### config.mk
export PLATFORM = sky130hd
export DESIGN_NAME = phase_trig_gen
export DESIGN_NICKNAME = d
export VERILOG_FILES = /design/src/rtl/phase_trig_pkg.sv /design/src/rtl/phase_acc.sv /design/src/rtl/phase_trig_gen.sv
export SDC_FILE = /design/constraint.sdc
export NUM_CORES = 1
export LEC_CHECK = 0
export ABC_AREA = 1
export CORE_ASPECT_RATIO = 1.5
export CORE_MARGIN = 1
export CORE_UTILIZATION = 36
export DETAILED_ROUTE_END_ITERATION = 16
export PLACE_DENSITY = 0.64
export REMOVE_ABC_BUFFERS = 1
export SYNTH_ARGS = -nofsm -noshare
export SYNTH_HDL_FRONTEND = slang
export SYNTH_SLANG_ARGS = --single-unit
export TNS_END_PERCENT = 5
### constraint.sdc
create_clock -name clk -period 4.4 [get_ports clk]
set_input_delay 0.44 -clock clk [delete_from_list [all_inputs] [get_ports clk]]
set_output_delay 0.44 -clock clk [all_outputs]
set_load 0.05 [all_outputs]
### src/rtl/phase_trig_pkg.sv
// -----------------------------------------------------------------------------
// phase_trig_pkg
// Shared constants for the phase-accumulator trigger generator: the meaning of
// the SEL update-mode bit and the default datapath widths.
// -----------------------------------------------------------------------------
package phase_trig_pkg;

    // Tuning-word update mode, sampled on the accept edge only.
    localparam logic SEL_IMMEDIATE = 1'b0;  // load straight into tw_active
    localparam logic SEL_COHERENT  = 1'b1;  // park in tw_pend until next wrap

    // Default widths. TUNE_WIDTH and PA_OUT_WIDTH must not exceed PA_WIDTH.
    localparam int PA_WIDTH_DEF     = 32;
    localparam int TUNE_WIDTH_DEF   = 32;
    localparam int PA_OUT_WIDTH_DEF = 8;

endpackage : phase_trig_pkg

### src/rtl/phase_acc.sv
// -----------------------------------------------------------------------------
// phase_acc
// Phase accumulator core: adds the active tuning word into the accumulator
// every enabled cycle and registers the carry-out as a one-cycle wrap pulse.
//
// Ports
//   clk        in   sole clock, rising edge
//   n_RST      in   asynchronous active-low reset
//   en         in   accumulate enable; when low acc holds and trig is 0
//   tw_active  in   tuning word added each enabled cycle (zero-extended)
//   phase      out  top PA_OUT_WIDTH bits of the accumulator register
//   trig       out  registered carry-out of the previous addition
//   carry      out  combinational carry of the addition happening this cycle,
//                   used by the parent to apply a pending word on the wrap edge
// -----------------------------------------------------------------------------
module phase_acc
    import phase_trig_pkg::*;
#(
    parameter int PA_WIDTH     = PA_WIDTH_DEF,
    parameter int TUNE_WIDTH   = TUNE_WIDTH_DEF,
    parameter int PA_OUT_WIDTH = PA_OUT_WIDTH_DEF
) (
    input  logic                    clk,
    input  logic                    n_RST,
    input  logic                    en,
    input  logic [TUNE_WIDTH-1:0]   tw_active,
    output logic [PA_OUT_WIDTH-1:0] phase,
    output logic                    trig,
    output logic                    carry
);

    logic [PA_WIDTH-1:0] acc_q;
    logic [PA_WIDTH:0]   sum_d;   // one extra bit holds the carry-out
    logic                trig_q;

    // Zero-extending cast keeps this legal even when TUNE_WIDTH == PA_WIDTH.
    assign sum_d = {1'b0, acc_q} + (PA_WIDTH + 1)'(tw_active);
    assign carry = en & sum_d[PA_WIDTH];

    // NOTE: state registers use non-blocking assignments so every flop samples
    // the pre-edge values; blocking here would create order-dependent races.
    always_ff @(posedge clk or negedge n_RST) begin
        if (!n_RST) begin
            acc_q  <= '0;
            trig_q <= 1'b0;
        end else begin
            if (en) begin
                acc_q <= sum_d[PA_WIDTH-1:0];
            end
            // carry is already gated by en, so trig falls to 0 while disabled.
            trig_q <= carry;
        end
    end

    assign phase = acc_q[PA_WIDTH-1 -: PA_OUT_WIDTH];
    assign trig  = trig_q;

endmodule : phase_acc

### src/rtl/phase_trig_gen.sv
// -----------------------------------------------------------------------------
// phase_trig_gen
// Phase-accumulator trigger generator feeding the filter's sample-and-hold.
// Turns a frequency tuning word into a one-cycle wrap pulse (trig) and a
// truncated phase word. New tuning words arrive on a valid/ready handshake and
// are applied either immediately (SEL=0) or at the next accumulator wrap
// (SEL=1) so the output period never contains a partial cycle.
//
// Ports
//   clk        in   sole clock, rising edge
//   n_RST      in   asynchronous active-low reset
//   en         in   accumulate enable
//   SEL        in   update mode, 0 = immediate, 1 = at next wrap
//   tw_in      in   tuning word offered for load
//   tw_valid   in   tw_in is valid
//   tw_ready   out  a tuning word can be accepted (no word pending)
//   tw_active  out  tuning word currently being accumulated
//   phase_out  out  acc[PA_WIDTH-1 -: PA_OUT_WIDTH]
//   trig       out  one-cycle pulse after each accumulator wrap
// -----------------------------------------------------------------------------
module phase_trig_gen
    import phase_trig_pkg::*;
#(
    parameter int PA_WIDTH     = PA_WIDTH_DEF,
    parameter int TUNE_WIDTH   = TUNE_WIDTH_DEF,
    parameter int PA_OUT_WIDTH = PA_OUT_WIDTH_DEF
) (
    input  logic                    clk,
    input  logic                    n_RST,
    input  logic                    en,
    input  logic                    SEL,
    input  logic [TUNE_WIDTH-1:0]   tw_in,
    input  logic                    tw_valid,
    output logic                    tw_ready,
    output logic [TUNE_WIDTH-1:0]   tw_active,
    output logic [PA_OUT_WIDTH-1:0] phase_out,
    output logic                    trig
);

    logic [TUNE_WIDTH-1:0] tw_active_q, tw_active_d;
    logic [TUNE_WIDTH-1:0] tw_pend_q,   tw_pend_d;
    logic                  pend_q,      pend_d;
    logic                  accept;
    logic                  carry;

    assign tw_ready = !pend_q;
    assign accept   = tw_valid && !pend_q;

    // NOTE: every signal written here gets a default first, so paths that do
    // not assign it cannot infer a latch.
    always_comb begin
        tw_active_d = tw_active_q;
        tw_pend_d   = tw_pend_q;
        pend_d      = pend_q;

        if (accept) begin
            if (SEL == SEL_COHERENT) begin
                tw_pend_d = tw_in;
                pend_d    = 1'b1;
            end else begin
                tw_active_d = tw_in;
            end
        end else if (pend_q) begin
            // Apply on the wrap edge so the new word starts a whole period.
            // A zero active word never wraps, so it escapes unconditionally.
            if (carry || (tw_active_q == '0)) begin
                tw_active_d = tw_pend_q;
                pend_d      = 1'b0;
            end
        end
    end

    always_ff @(posedge clk or negedge n_RST) begin
        if (!n_RST) begin
            tw_active_q <= '0;
            tw_pend_q   <= '0;
            pend_q      <= 1'b0;
        end else begin
            tw_active_q <= tw_active_d;
            tw_pend_q   <= tw_pend_d;
            pend_q      <= pend_d;
        end
    end

    assign tw_active = tw_active_q;

    phase_acc #(
        .PA_WIDTH     (PA_WIDTH),
        .TUNE_WIDTH   (TUNE_WIDTH),
        .PA_OUT_WIDTH (PA_OUT_WIDTH)
    ) u_phase_acc (
        .clk       (clk),
        .n_RST     (n_RST),
        .en        (en),
        .tw_active (tw_active_q),
        .phase     (phase_out),
        .trig      (trig),
        .carry     (carry)
    );

endmodule : phase_trig_gen

==> summary by stage, run 1 <==
Finish
After the last flow step, the layout net total stands at 1052. The final instance area is 7540 um2. The proportion of layout cells with a drive suffix above 1 is 0.0385. The multi-input combinational cells in the finished layout cover a total of 3350 um2.

After the flow finishes, the layout carries non-filler instances totaling 1200. The count of inserted antenna diode cells is 0. The layout has 1781 filler cells. Relative to the synthesized area, the layout overhead comes to 18.3%. The sequential cells in the finished layout cover a total of 2450 um2.

Worst setup path
The destination of the worst register-to-register timing path is tw_active[8]. The startpoint-to-endpoint class of the critical path is reg -> reg. Tracing the worst setup path back leads to its startpoint at tw_active[0]. The worst-path maximum fanout is 34.

The path depth of the worst reg2reg path is 15. STA puts the critical path data arrival time at 2980 ps. Setup slack on the worst reg-to-reg path comes out at 1700 ps. The slowest stage of the critical path is the sky130_fd_sc_hd__fa_1 cell. The signal on the critical path passes through ha_1 > fa_1 > nand2_1 > nand2_1 > nand3_1 > nand2_2 > nand2_1 > nand2_2 > nand2_1 > nand2_1 > nand2_2 > nand2_4 > nand2_4 > nand2_1 > nand2_1. The critical path ends at tw_active[8]. The maximum cell stage delay along the critical path is 420 ps. The dominant cell type by count on the critical path is sky130_fd_sc_hd__nand2_1.

The start of the worst register-to-register path is tw_active[0]. The data required time of the worst path is 4680 ps. The kind of launch point of the worst setup path is a flip-flop.

The type of element capturing the critical path is a flip-flop.

Drt
In this run the remaining antenna-violating nets after routing total 0. The detailed router finished its first iteration with 283 violations. For this run, design rule violations remaining after detail routing come to 0. The detailed router placed 5953 vias in this run. After detailed routing, the number of vias per cell comes to 4.96. The final wirelength is 17000 um. After detailed routing, the average wire length per cell comes to 14.1 um. The first TritonRoute pass finished after 5 iterations.

CTS
The clock buffer count from CTS is 9. The post-cts hold buffer count is 0. The tree built by TritonCTS fans out to 98 sinks. In this run the number of H-tree levels came out at 3. The count of cells resized by post-cts repair is 0.

Post-CTS timing repair inserted 0 buffers for setup. The deepest clock path buffer count is 2. The later pin in the worst-skew pair is clocked with a latency of 350 ps. The tree is rooted in a sky130_fd_sc_hd__clkbuf_16.

The TritonCTS clock tree is yes. Clock-pin slew was measured on the worst setup and hold paths at 80 ps.

Pwr
The worst-case IR drop observed on VDD is 0.000348 V. Overall power consumption after layout is estimated at 6.30 mW. The leakage power is 3.90 nW. The power density normalized to cell area is 836 nW/um2.

Yosys
The mean post-synth cell area is 6.88 um2. The sequential fraction of the synthesis area is 0.385. The post-synthesis register bit count is 98.

In this run the cell area of the synthesized design comes to 6370 um2. The synthesis warning total is 0. Synthesis handed over a netlist of 925 instances. The synthesized netlist contains 29 unique library cells.

Timing
The final clock period utilization by the worst path is 0.614. The time the final worst path needs with I/O delays and setup is 2700 ps. In this run the tightest slew margin relative to its limit is 0.332. Setup violations remaining at the end of the flow were counted as 0. The final count of pins violating max slew was 0. Clock skew on the completed layout was measured at 11.0 ps. The final count of hold timing violations is 0. Setup repair after global routing left no endpoint under its margin. The highest clock frequency the design can meet is 370 MHz.

The slew at the pin with the worst max-slew slack is 999 ps. The aggregate negative setup slack is 0 ps.

Floorplan
The vertical die dimension is 165 um. The x dimension of the die is 111 um. The number of ports placed on the die boundary is 79. The floorplan step defined a die boundary enclosing 18200 um2. The initial utilization of the core area, before any placement, comes to 0.367. The core box area is 17300 um2. The total number of placement rows is 59.

Placed design
The number of I/O port buffers is 78. After detailed placement, the design holds a cell count of 1184. The HPWL after detailed placement is 13200 um. The total cell area at the placement stage is 7250 um2. The weighted congestion reported at the end of routability-driven placement is 0.951.

Global routing
The via count of the first global-routing pass was 5867. The aggregate global routing overflow is 0. The number of antenna violations at the first check in global routing came to 0. The first global-routing pass estimated 28200 um of wire.

The total global-route track usage is 0.193. The maximum number of pins on one net before global-route repair is 75.

Job
Max-cap violations in this run came to 0.

Min path
The worst hold-check path type is in -> async.

Run status
The flow ran to the end, and the final reports show no timing, DRC or antenna violations.
## area by class of cell
cell class / count / area share
Tap cell: 213 / 0.0354
Timing Repair Buffer: 82 / 0.107
Inverter: 100 / 0.0498
Multi-Input combinational cell: 691 / 0.444
Clock inverter: 7 / 0.00813
Clock buffer: 9 / 0.0299
Sequential cell: 98 / 0.325
## Yosys cell counts, drive strengths merged
library cell	number	area, um2
a21o	2	15.0
a21oi	35	175
and2	3	18.8
buf	14	116
clkbuf	22	82.6
dfrtp	98	2450
fa	1	20.0
ha	32	400
inv	100	375
nand2	350	1340
nand3	62	310
nand3b	10	75.1
nand4	9	56.3
nor2	59	226
nor3	10	50.1
nor4	5	31.3
o21ai	93	465
o21bai	3	22.5
or2	6	37.5
xnor2	10	87.6
xor2	1	8.76
## critical path, delay by kind of cell (launching register included)
family,cells,cell delay (ps)
fa+ha+maj,2,670
flops,1,410
simple gates,13,1550
## logic make-up after synthesis
kind of cell    synth area share
flops                      0.385
xor+xnor                  0.0151
buf+inv                   0.0902
compound gates             0.106
fa+ha+maj                 0.0660
simple gates               0.337
## metal layers
layer  part of all wire  vias to the layer above  track usage
met5                  0                        -            0
met4              0.036                        0       0.0945
met3              0.029                       37       0.0220
met2               0.52                      107        0.351
met1               0.42                     2743        0.224
li1                   -                     3066            -
## per-stage QoR
stage / setup slack [ps] / hold slack (ps) / util
6_report: 1700 / 233 / 0.434
5_1_grt: 1430 / 309 / 0.434
4_1_cts: 1680 / 274 / 0.434
3_5_place_dp: 1690 / 474 / 0.418
3_3_place_gp: 1770 / 465 / 0.418
2_1_floorplan: 1850 / 144 / -
## how the worst min path moves through the flow
stage / endpoint / slack (ps) / startpoint / cells after the start
floorplan: pend_q / 140 / n_RST / 0
global placement: u_phase_acc.acc_q[0] / 470 / u_phase_acc.acc_q[0] / 2
detailed placement: tw_pend_q[23] / 470 / tw_pend_q[23] / 2
CTS: u_phase_acc.acc_q[30] / 270 / n_RST / 1
global route: u_phase_acc.acc_q[30] / 310 / n_RST / 1
finish: u_phase_acc.acc_q[30] / 230 / n_RST / 1
## where the power goes
| group | internal, mW | switching, mW | leakage, nW | total, mW |
|---|---|---|---|---|
| clock network | 0.394 | 0.375 | 0.139 | 0.769 |
| logic | 1.33 | 2.49 | 2.54 | 3.82 |
| registers | 1.33 | 0.373 | 1.22 | 1.71 |
| total | 3.06 | 3.24 | 3.90 | 6.30 |
## state kept, by name (all words and copies together) (netlist names)
signal / cells
pend_q: 1
tw_active: 32
tw_pend_q: 32
u_phase_acc.acc_q: 32
u_phase_acc.trig: 1
## layout by cell type, fill, tap and decap left out, types with 3 or more instances in the layout
cell type / Yosys / final
sky130_fd_sc_hd__o21ai_0: 92 / 92
sky130_fd_sc_hd__o21bai_1: 3 / 3
sky130_fd_sc_hd__clkdlybuf4s50_1: 0 / 77
sky130_fd_sc_hd__clkinv_4: 0 / 3
sky130_fd_sc_hd__ha_1: 32 / 32
sky130_fd_sc_hd__nor2_1: 57 / 57
sky130_fd_sc_hd__nand3_1: 62 / 62
sky130_fd_sc_hd__inv_1: 99 / 99
sky130_fd_sc_hd__nor3_1: 10 / 10
sky130_fd_sc_hd__clkbuf_16: 0 / 9
sky130_fd_sc_hd__xnor2_1: 10 / 10
sky130_fd_sc_hd__nor4_1: 5 / 5
sky130_fd_sc_hd__dfrtp_1: 98 / 98
sky130_fd_sc_hd__or2_2: 5 / 5
sky130_fd_sc_hd__nand3b_1: 10 / 10
sky130_fd_sc_hd__nand4_1: 9 / 9
sky130_fd_sc_hd__a21oi_1: 35 / 35
sky130_fd_sc_hd__nand2_2: 5 / 6
sky130_fd_sc_hd__nand2_1: 343 / 342
sky130_fd_sc_hd__buf_4: 11 / 5
Power figures use the tool's default switching activity.
==> run 2, diff against run 1 <==
==> constraint.sdc (replaced) <==
create_clock -name clk -period 2.85 [get_ports clk]
set_input_delay 0.285 -clock clk [delete_from_list [all_inputs] [get_ports clk]]
set_output_delay 0.285 -clock clk [all_outputs]
set_load 0.05 [all_outputs]
==> summary by stage, run 2 (synthesized netlist as in run 1, its figures left out) <==
Run status
The flow ran to the end, but the final reports show violations. The final reports fail on hold timing.

Timing
The final count of hold timing violations was 8 (+8). The slew at the pin with the worst max-slew slack is 740 ps (-259 ps). The worst setup skew after layout is 8.46 ps (-2.55 ps).

The headroom to the max-slew limit came to 0.507 (+0.175). The number of endpoints failing setup at the final stage came to 0 (unchanged). The final hold slack was -10.9 ps (-244 ps).

Setup repair after global routing left no endpoint under its margin. The final clock period utilization by the worst path is 0.887 (+0.273). The time the final worst path needs with I/O delays and setup is 2530 ps (-173 ps).

The highest clock frequency the design can meet is 396 MHz (+6.9%). The final count of pins violating max slew was 0 (unchanged). The final setup slack of the worst path is 322 ps (-1380 ps). The aggregate negative setup slack came to 0 ps (unchanged).

Finish
The final instance area is 7630 um2 (+1.3%). The count of inserted antenna diode cells is 0 (unchanged). The area occupied by registers came to 2450 um2 (unchanged). The most common library cell in the layout ignoring fill and taps is sky130_fd_sc_hd__nand2_1.

In the layout the commonest cells are sky130_fd_sc_hd__nand2_1 (342), sky130_fd_sc_hd__inv_1 (99), sky130_fd_sc_hd__dfrtp_1 (98). The area of the multi-input gates is 3360 um2 (+0.26%). The filler-free cell count of the finished design came to 1214 (+1.2%). The growth of design area from synthesis to finish is 19.9%.

The final-layout fill cell count is 1782 (+0.056%). The number of nets in the layout is 1066 (+1.3%). The proportion of layout cells with a drive suffix above 1 was 0.0500 (+0.0114).

Placed design
The weighted congestion reported at the end of routability-driven placement is 0.932 (-2.0%). The number of I/O port buffers is 78 (unchanged). The post-placement setup slack is 323 ps (-1370 ps).

The post-placement cell count is 1198 (+1.2%). The total cell area at the placement stage is 7360 um2 (+1.4%). The HPWL after detailed placement is 13900 um (+5.7%).

Pwr
The total power was 9.85 mW (+56%). The power density normalized to cell area is 1290 nW/um2 (+54%). The leakage power came to 3.96 nW (+1.4%).

The maximum vdd ir drop is 0.000465 V (+34%).

Floorplan
The total number of placement rows was 59 (unchanged). The vertical die dimension is 165 um (unchanged). The x dimension of the die came to 111 um (unchanged). The core box area is 17300 um2 (unchanged).

The number of ports placed on the die boundary came to 79 (unchanged). The effective utilization at floorplan is 0.367 (unchanged). The floorplan die area is 18200 um2 (unchanged).

CTS
The clock buffer count from CTS is 9 (unchanged). The count of H-tree levels built during CTS is 3 (unchanged). The later-pin clock latency in the skew report is 350 ps (about the same). The deepest clock path buffer count came to 2 (unchanged). The clock tree root buffer cell is sky130_fd_sc_hd__clkbuf_16. The CTS sink count is 98 (unchanged). The number of setup buffers added after CTS was 0 (unchanged). The clock-pin slew reported for the worst setup and hold paths after clock tree synthesis was 70 ps (about the same). TritonCTS built the clock tree.

Worst setup path
The worst-path maximum fanout is 18 (-47%). The signal on the critical path passes through ha_1 > fa_1 > nand2_1 > nand2_1 > nand3_1 > nand2_2 > nand2_1 > nand2_2 > nand2_1 > nand2_1 > nand2_2 > nand2_4 > buf_4 > nand3_1 > nand2_1. Among all stages on the critical path, the largest delay is contributed by sky130_fd_sc_hd__fa_1. The data required time of the worst path was 3090 ps (-1590 ps). The kind of cell adding the most delay to the critical path is simple AND/OR/NAND/NOR gates. The type of element capturing the critical path is a flip-flop.

STA classifies the critical path startpoint as a flip-flop. The data arrival time of the critical path was 2760 ps (-220 ps). The combined buffer and inverter count along the critical path came to 1 (+1). The dominant cell type by count on the critical path is sky130_fd_sc_hd__nand2_1.

The maximum cell stage delay along the critical path is 430 ps (about the same). The startpoint-to-endpoint class of the critical path is reg -> reg.

Job
The max-cap violation count is 0 (unchanged).

Drt
The initial detailed-routing violation count is 319 (+13%). The number of routed nets with antenna violations is 0 (unchanged). The final wirelength is 17600 um (+3.5%).

The post-detailed-route via-to-cell ratio was 4.91 (-1.0%). The final routed DRC violation total is 0 (unchanged). The number of optimization iterations in the first detailed-route pass was 5 (unchanged). The average wire per cell in the routed design is 14.5 um (+2.3%). The total via count after detailed routing is 5961 (+0.13%).

Global routing
The number of antenna violations at the first check in global routing is 0 (unchanged). The wire length of the first global-routing pass is 28400 um (+0.73%). The total global-route track usage is 0.198 (+0.00482).

The maximum number of pins on one net before global-route repair is 66 (-12%). The aggregate global routing overflow was 0 (unchanged). The via count of the first global-routing pass is 5724 (-2.4%).

Min path
The worst hold-check path type is in -> async.
## run 2: where the power goes
part           switching, mW  internal [mW]
Sequential             0.552           2.06
Clock                  0.554          0.598
Combinational           3.95           2.14
## run 2: worst paths after layout
kind | from | endpoint | slack (ps) | cells past startpoint
max in group asynchronous | n_RST | tw_pend_q[17] | 2120 | 2
max | tw_active[0] | tw_active[8] | 320 | 15
min in group clk | tw_pend_q[18] | tw_pend_q[18] | 490 | 2
min reg2reg | tw_pend_q[18] | tw_pend_q[18] | 490 | 2
min | n_RST | u_phase_acc.acc_q[27] | -10 | 1
max reg2reg | tw_active[0] | tw_active[8] | 320 | 15
## run 2: final cells by class
class                      count  share of cell area
clock buffer                  11              0.0305
sequential                    98               0.321
multi-input combinational    691               0.440
tap                          213              0.0349
clock inverter                 5             0.00492
timing repair buffer          96               0.120
inverter                     100              0.0492
## run 2: routing by layer
metal,up-vias,share of wire,track usage
met4,0,0.031,0.0818
met1,2731,0.43,0.236
met2,106,0.51,0.360
met5,-,0,0
met3,31,0.026,0.0217
li1,3093,-,-
## run 2: what timing repair did
action,4_1_cts,5_1_grt
gates resized for setup,0,1
hold buffers,0,0
setup endpoints to repair,0,2
## run 2: stage by stage
| step | hold WS (ps) | utilization |
|---|---|---|
| 6_report | -10.9 | 0.440 |
| 2_1_floorplan | -10.6 | - |
| 3_5_place_dp | 384 | 0.424 |
| 4_1_cts | 9.00 | 0.440 |
| 3_3_place_gp | 383 | 0.424 |
| 5_1_grt | 36.9 | 0.440 |
